### src/rtl/sub_align_64.sv
`default_nettype none
// ============================================================================
// Module   : sub_align_64
// Purpose  : Back-end of the 64-bit pipelined subtractor. Delays the operand
//            pair and its valid tag by LAT cycles so they line up with the
//            external negator output neg_b, forms a + neg_b with status flags,
//            and buffers results in a first-word-fall-through FIFO with a
//            ready/valid output and sticky overflow-drop detection.
// Ports    : clk, rst (async, active-high)
//            in_valid, in_a, in_b  - operand pair (in_b also feeds negator)
//            neg_b                 - negator output, -in_b from LAT edges ago
//            out_valid/out_ready   - FIFO head handshake
//            out_diff, out_zero, out_neg, out_ovf, out_borrow - head entry
//            count                 - FIFO occupancy
//            drop_err              - sticky: result lost on a full FIFO
// Revision : 1.0 - initial release
// ============================================================================
module sub_align_64 #(
    parameter int LAT   = 7,
    parameter int DEPTH = 4,
    parameter int CW    = 3
) (
    input  logic          clk,
    input  logic          rst,
    input  logic          in_valid,
    input  logic [63:0]   in_a,
    input  logic [63:0]   in_b,
    input  logic [63:0]   neg_b,
    output logic          out_valid,
    input  logic          out_ready,
    output logic [63:0]   out_diff,
    output logic          out_zero,
    output logic          out_neg,
    output logic          out_ovf,
    output logic          out_borrow,
    output logic [CW-1:0] count,
    output logic          drop_err
);

    localparam int AW = (DEPTH > 1) ? $clog2(DEPTH) : 1;
    localparam int EW = 68;  // {diff, zero, neg, ovf, borrow}

    // ------------------------------------------------------------------
    // Alignment delay line (never stalls, the negator cannot stall)
    // ------------------------------------------------------------------
    logic [LAT-1:0]        valid_q, valid_d;
    logic [LAT-1:0][63:0]  a_q, a_d;
    logic [LAT-1:0][63:0]  b_q, b_d;

    always_comb begin
        valid_d    = valid_q;
        a_d        = a_q;
        b_d        = b_q;
        valid_d[0] = in_valid;
        a_d[0]     = in_a;
        b_d[0]     = in_b;
        for (int i = 1; i < LAT; i++) begin
            valid_d[i] = valid_q[i-1];
            a_d[i]     = a_q[i-1];
            b_d[i]     = b_q[i-1];
        end
    end

    // Only the valid tags need reset; stale data behind a cleared tag is inert.
    always_ff @(posedge clk or posedge rst) begin
        if (rst) begin
            valid_q <= '0;
        end else begin
            valid_q <= valid_d;
        end
    end

    always_ff @(posedge clk) begin
        a_q <= a_d;
        b_q <= b_d;
    end

    // ------------------------------------------------------------------
    // Compute in the tail cycle
    // ------------------------------------------------------------------
    logic          tail_valid;
    logic [63:0]   tail_a;
    logic [63:0]   tail_b;
    logic [63:0]   diff;
    logic          flag_zero;
    logic          flag_neg;
    logic          flag_ovf;
    logic          flag_borrow;
    logic [EW-1:0] entry;

    always_comb begin
        tail_valid  = valid_q[LAT-1];
        tail_a      = a_q[LAT-1];
        tail_b      = b_q[LAT-1];
        diff        = tail_a + neg_b;
        flag_zero   = (diff == 64'd0);
        flag_neg    = diff[63];
        // Flags use the delayed b rather than neg_b: -0 and -MIN_INT are
        // their own negations, so neg_b alone cannot tell the sign of b.
        flag_ovf    = (tail_a[63] != tail_b[63]) && (diff[63] != tail_a[63]);
        flag_borrow = (tail_a < tail_b);
        entry       = {diff, flag_zero, flag_neg, flag_ovf, flag_borrow};
    end

    // ------------------------------------------------------------------
    // Result FIFO (first-word-fall-through)
    // ------------------------------------------------------------------
    logic [EW-1:0] mem_q [DEPTH];
    logic [AW-1:0] wr_ptr_q, wr_ptr_d;
    logic [AW-1:0] rd_ptr_q, rd_ptr_d;
    logic [CW-1:0] count_q, count_d;
    logic          drop_q, drop_d;
    logic          fifo_empty;
    logic          fifo_full;
    logic          do_pop;
    logic          do_push;
    logic          drop_now;

    always_comb begin
        fifo_empty = (count_q == '0);
        fifo_full  = (count_q == CW'(DEPTH));
        do_pop     = !fifo_empty && out_ready;
        // A full FIFO still accepts a push when the head leaves the same edge.
        do_push    = tail_valid && (!fifo_full || do_pop);
        drop_now   = tail_valid && fifo_full && !do_pop;

        wr_ptr_d   = do_push ? wr_ptr_q + AW'(1) : wr_ptr_q;
        rd_ptr_d   = do_pop  ? rd_ptr_q + AW'(1) : rd_ptr_q;

        count_d    = count_q;
        if (do_push && !do_pop) begin
            count_d = count_q + CW'(1);
        end else if (!do_push && do_pop) begin
            count_d = count_q - CW'(1);
        end

        drop_d     = drop_q || drop_now;
    end

    always_ff @(posedge clk or posedge rst) begin
        if (rst) begin
            wr_ptr_q <= '0;
            rd_ptr_q <= '0;
            count_q  <= '0;
            drop_q   <= 1'b0;
        end else begin
            wr_ptr_q <= wr_ptr_d;
            rd_ptr_q <= rd_ptr_d;
            count_q  <= count_d;
            drop_q   <= drop_d;
        end
    end

    always_ff @(posedge clk) begin
        if (do_push) begin
            mem_q[wr_ptr_q] <= entry;
        end
    end

    // ------------------------------------------------------------------
    // Outputs: head entry falls through; reads zero while empty
    // ------------------------------------------------------------------
    logic [EW-1:0] head;

    always_comb begin
        head      = fifo_empty ? '0 : mem_q[rd_ptr_q];
        out_valid = !fifo_empty;
        {out_diff, out_zero, out_neg, out_ovf, out_borrow} = head;
        count     = count_q;
        drop_err  = drop_q;
    end

endmodule
`default_nettype wire

### config.mk
export PLATFORM = sky130hd
export DESIGN_NAME = sub_align_64
export DESIGN_NICKNAME = d
export VERILOG_FILES = /design/src/rtl/sub_align_64.sv
export SDC_FILE = /design/constraint.sdc
export NUM_CORES = 1
export LEC_CHECK = 0
export ABC_AREA = 1
export CAP_MARGIN = 0
export CORE_MARGIN = 2
export CORE_UTILIZATION = 60
export CTS_BUF_LIST = sky130_fd_sc_hd__clkbuf_4 sky130_fd_sc_hd__clkbuf_8
export DETAILED_ROUTE_END_ITERATION = 16
export PLACE_DENSITY_LB_ADDON = 0.15
export SYNTH_ARGS = -nofsm -noshare
export SYNTH_HDL_FRONTEND = slang
export SYNTH_SLANG_ARGS = --single-unit
### constraint.sdc
create_clock -name clk -period 4.7 [get_ports clk]
set_input_delay 0.47 -clock clk [delete_from_list [all_inputs] [get_ports clk]]
set_output_delay 0.47 -clock clk [all_outputs]
set_load 0.005 [all_outputs]
==> results.ini, run 1 <==
[synthesis]
syn-cell-area_um2=36700
synth_fp_nets=3625
ys_ff_latch=1179
yosysTopAreaCell=dfxtp_1
synthTopCellsByArea=dfxtp_1 49%, edfxtp_1 22%, nand2_1 6.2%
synth.distinct_cells=40
synthArstFlopShare=0.0127
synth_top_area_frac=0.489
seq_area_frac_synth=0.719
synth.avg_cell_area_um2=11.1
synth_edf_count=268
ys_dominant_reg_cell=dfxtp_1
ys_warn_count=0
netlist_instances=3296

[clocking]
post_cts_buffers=0
clock_latency_ns=0.81
cts_inserted_buffers=164
clock-sinks=1179
htreeDepth=4
cts_resized=0
cts-hold-fix-buffers=0
cts.clk_slew.worst_paths_ns=0.06
cts_tree=yes
clockBufferDepth=3
clockRootBuffer=clkbuf_8

[timing]
period_share=0.803
max_slew.worst_pin.slew_ns=1.04
holdWs_ns=0.0436
maxSlewHeadroom=0.309
slew_violations=0
setup-tns-final_ns=0
min_period_ns=3.78
fmax_mhz=265
fin_skew_ns=0.0471
setup_slack_ns=0.924
rsz0062_at_grt=false
finalHoldViolCount=0
setup_viol=0

[floorplanning]
core.rowCount=90
die_h_um=251
die_area_um2=63100
initial_core_util=0.607
coreArea_um2=60400
die_w_um=251
boundaryPins=269

[critical_path]
critPathSlowestCell=inv_2
worstSetupStartpointType=flop
worst-endpoint-required_ns=4.23
worst-path-buf-inv=3
path_cells=nor2_1 -> nand2_1 -> inv_2 -> buf_4 -> a21oi_1 -> clkdlybuf4s50_1
path_class=reg -> out
path_delay_family=buffers and inverters
worstPathArrival_ns=3.31
crit_path_end_kind=output port
slowest_delay_ns=0.62
cp_max_fo=36

[cells_and_area]
syn2layout_area_growth_pct=19.5
multi_input_area_um2=8630
nFillCells=3967
fin_nets=4021
finalInstanceArea_um2=43800
drive_above_1_share=0.106
most-common-layout-cells=896 x dfxtp_1, 605 x nand2_1, 378 x inv_1, 372 x nor2_1
final_common_cell=dfxtp_1
seqCellArea_um2=26400

[placed_design]
placed_cell_area_um2=40300
gp_congestion=0.996
dpl.hpwl_um=55900
place_ws_ns=0.849
numPortBuffers=268

[global_route]
track_usage=0.259
antenna_found_initial=1
gr-total-overflow=0
grt_pass1_vias=23000
grt_pass1_wl_um=124000
grt_max_degree=70

[min_path]
hold_class=in -> async

[route]
finalWirelength_um=80700
drcViolationCount=0
via_per_inst=4.95
drtPass1Iterations=6
drtAntennaViolNets=0
drt_iter0_drc=1381
wl_per_cell_um=17.6
vias=22800

[power_and_ir_drop]
p_per_area_nw_per_um2=564
max-vdd-ir-drop_mv=0.399
power_mw=24.7
p_leak_nw=19.3

[status]
outcome=finished clean

[run]
cap_violations=0

==> through the flow <==
stage | instances | utilization
detailed placement | 4308 | 0.667
finish | 4599 | 0.726
global route | 4599 | 0.726
CTS | 4597 | 0.726
floorplan | 3296 | -
global placement | 4308 | 0.667
==> cell type report <==
class                           instances  share of cell area
Inverter                              399              0.0342
Timing Repair Buffer                  282              0.0642
Sequential cell                      1179               0.602
Clock inverter                         37             0.00997
Multi-Input combinational cell       1666               0.197
Antenna cell                            2            0.000114
Clock buffer                          252              0.0704
Tap cell                              782              0.0223
==> per-layer routing <==
metal / track usage / part of all wire / vias up
met4: 0.0915 / 0.027 / 0
li1: - / - / 11300
met2: 0.437 / 0.48 / 718
met3: 0.0513 / 0.059 / 143
met1: 0.336 / 0.43 / 10600
met5: 0 / 0 / -
==> state kept, by name, summed over array words and instances (netlist names) <==
register,flops
a_d,384
b_d,384
drop_err,1
count,3
mem_q,268
wr_ptr_q,2
tail_a,64
tail_b,64
valid_q,7
rd_ptr_q,2
==> worst reg2reg max path: stages (launching register included) <==
cell and delay [ns]:
dfxtp_1 0.32, ha_1 0.25, fa_1 0.48, nand3_1 0.12, nand3_1 0.16, nand2_1 0.12
nand2_2 0.10, xnor2_1 0.43, nand4_1 0.17, nor2_1 0.12, nand2_1 0.06, nor2_1 0.11
nand2_1 0.11, nor2_1 0.21, nand3_1 0.10, nor2_1 0.25
==> path summary, 6_finish.rpt <==
kind                                start  slack [ns]  depth (start not counted)      endpoint
worst min register to register   a_d[170]        0.29                          0      a_d[234]
worst min-delay path                  rst        0.04                          2   wr_ptr_q[0]
min in group clk                 in_b[51]        0.10                          1      b_d[115]
worst max register to register  tail_a[0]        1.35                         15   mem_q[0][3]
max in group asynchronous             rst        4.20                          2   rd_ptr_q[0]
worst max-delay path             count[0]        0.92                          6  out_diff[51]
==> synthesized netlist by cell type, types with 2 or more instances <==
cell      count
a21oi_2       6
xnor2_1      15
nand3_2       5
nor3_2        7
inv_2        18
a211oi_1      2
o221ai_1      4
nand3_1      58
a31oi_1       2
o21a_1        5
inv_1       380
nor2_2       27
dfrtp_1      15
a21o_1        2
o21bai_1     11
clkbuf_1     46
ha_1        131
nand4_1      20
nor3_1       17
nand2_1     605
edfxtp_1    268
a21oi_1     142
nand3b_1     17
fa_1          2
buf_1         5
nand2_2      33
nor2_4        3
and2_1        4
xor2_1       18
nor2_1      376
nor4b_1       2
o21ai_0     147
dfxtp_1     896
==> power by group <==
group          internal, mW  switching (mW)
sequential             11.5           0.247
clock                  4.39            3.75
combinational          1.96            2.89
==> logic make-up (layout without fill, tap and decap cells) <==
| group | count (synthesis) | in the layout | synth area share |
|---|---|---|---|
| muxes | 1 | 1 | 0.000307 |
| buffers and inverters | 451 | 970 | 0.0463 |
| and+or+nand+nor | 1176 | 1176 | 0.134 |
| DFF | 1179 | 1179 | 0.719 |
| other | 0 | 2 | 0 |
| xor gates and xnor gates | 33 | 33 | 0.00788 |
| AOI/OAI and AO/OA | 323 | 323 | 0.0467 |
| adders and majority gates | 133 | 133 | 0.0458 |
Power figures use the tool's default switching activity.
==> inputs of run 2 (changes only) <==
--- a/config.mk
+++ b/config.mk
@@ -8,7 +8,7 @@
 export ABC_AREA = 1
 export CAP_MARGIN = 0
 export CORE_MARGIN = 2
-export CORE_UTILIZATION = 60
+export CORE_UTILIZATION = 54
 export CTS_BUF_LIST = sky130_fd_sc_hd__clkbuf_4 sky130_fd_sc_hd__clkbuf_8
 export DETAILED_ROUTE_END_ITERATION = 16
 export PLACE_DENSITY_LB_ADDON = 0.15
==> constraint.sdc (replaced) <==
create_clock -name clk -period 3.12 [get_ports clk]
set_input_delay 0.312 -clock clk [delete_from_list [all_inputs] [get_ports clk]]
set_output_delay 0.312 -clock clk [all_outputs]
set_load 0.005 [all_outputs]
==> results.ini, run 2 (synthesis gave the netlist of run 1 again) <==
[critical_path]
path_class=reg -> out
rrSetupSlack_ns=0.26  ; -1.09 ns
cp_max_fo=34  ; -5.6%
cp-startpoint=rd_ptr_q[0]
worstPathArrival_ns=2.74  ; -0.57 ns
worstSetupStartpointType=flop
crit_path_end_kind=output port
timing.rr.start=tail_a[1]
worst-endpoint-required_ns=2.81  ; -1.42 ns

[clocking]
clock_latency_ns=0.80  ; about the same
clockBufferDepth=3  ; unchanged
clockRootBuffer=clkbuf_8
cts.clk_slew.worst_paths_ns=0.06  ; about the same
htreeDepth=4  ; unchanged
clock-sinks=1179  ; unchanged
cts_tree=yes
cts_inserted_buffers=165  ; +0.61%

[floorplanning]
core.rowCount=95  ; +5.6%
die_area_um2=70000  ; +11%
boundaryPins=269  ; unchanged
initial_core_util=0.546  ; -0.0615
coreArea_um2=67200  ; +11%
die_w_um=265  ; +5.3%
die_h_um=265  ; +5.3%

[power_and_ir_drop]
p_leak_nw=20.8  ; +7.7%
max-vdd-ir-drop_mv=0.673  ; +69%
power_mw=38.5  ; +56%
p_per_area_nw_per_um2=823  ; +46%

[timing]
setup-tns-final_ns=0  ; unchanged
setup_viol=0  ; unchanged
max_slew.worst_pin.slew_ns=0.578  ; -0.459 ns
fin_skew_ns=0.0455  ; -0.00158 ns
finalHoldViolCount=0  ; unchanged
holdWs_ns=0.264  ; +0.220 ns
maxSlewHeadroom=0.614  ; +0.305
min_period_ns=3.05
period_share=0.977
slew_violations=0  ; unchanged
setup_slack_ns=0.0714  ; -0.853 ns
fmax_mhz=328

[cells_and_area]
utilization=0.698  ; -0.0284
final_cells=4994  ; +8.6%
drive_above_1_share=0.143  ; +0.0361
final_common_cell=dfxtp_1
most-common-layout-cells=896 x dfxtp_1, 605 x nand2_1, 378 x inv_1, 371 x nor2_1, 268 x edfxtp_1
finalInstanceArea_um2=46800  ; +6.9%
fin_nets=4324  ; +7.5%
syn2layout_area_growth_pct=27.8

[run]
cap_violations=0  ; unchanged

[global_route]
gr-total-overflow=0  ; unchanged
grt_pass1_vias=24600  ; +7.0%
track_usage=0.243  ; -0.0165
grt_max_degree=69  ; -1.4%
antenna_found_initial=3  ; +2
grt_pass1_wl_um=131000  ; +5.4%

[placed_design]
numPortBuffers=268  ; unchanged
gp_congestion=0.902  ; -9.4%
dpl.hpwl_um=56900  ; +1.8%
dpl.cell_count=4567  ; +6.0%
place_ws_ns=-0.193  ; -1.04 ns
placed_cell_area_um2=41800  ; +3.7%

[route]
drtAntennaViolNets=0  ; unchanged
drtPass1Iterations=5  ; -1
wl_per_cell_um=16.9  ; -3.7%
drcViolationCount=0  ; unchanged
finalWirelength_um=84400  ; +4.6%
drt_iter0_drc=1758  ; +27%
vias=23700  ; +4.4%
via_per_inst=4.75  ; -3.9%

[min_path]
hold_class=in -> reg
holdCritStartpoint=out_ready

[status]
outcome=finished clean

-- run 2: final timing paths --
| check | depth (start not counted) | end |
|---|---|---|
| max | 6 | out_diff[19] |
| min | 4 | drop_err |
| max reg2reg | 15 | mem_q[2][3] |
| min reg2reg | 0 | a_d[293] |
| max in group asynchronous | 3 | rd_ptr_q[0] |
| min in group asynchronous | 3 | drop_err |
-- run 2: worst max-delay path, stage by stage (launching register included) --
cell and delay [ns]:
dfrtp_4 0.54, clkbuf_16 0.28, nor2_1 0.07, nor2_1 0.11, o21ai_0 0.14, a21oi_2 0.25
clkdlybuf4s50_1 0.54
-- run 2: final cells by class --
class                      instances  area (um^2)
sequential                      1179        26400
fill                            4747        20300
multi-input combinational       1666         8680
timing repair buffer             584         5580
clock buffer                     250         3150
inverter                         399         1520
tap                              873         1090
clock inverter                    40          460
antenna                            3         7.51
-- run 2: power breakdown --
group	switching [mW]	leakage [nW]	total (mW)	internal, mW
clock	5.70	1.88	12.6	6.89
sequential	0.405	10.2	17.7	17.2
combinational	4.62	8.72	8.30	3.69
-- run 2: what timing repair did --
item	4_1_cts	5_1_grt
setup endpoints to repair	62	44
buffers inserted	0	1
gates resized for setup	11	10
pin swaps	0	2
hold buffers	130	0
hold endpoints to repair	144	0
cloned	1	2
-- run 2: layer usage --
metal  vias to the layer above  global-route usage  part of all wire
met4                         0              0.0745             0.020
met1                     11100               0.303              0.43
met5                         -                   0                 0
met3                       111              0.0422             0.049
li1                      11900                   -                 -
met2                       638               0.430              0.50
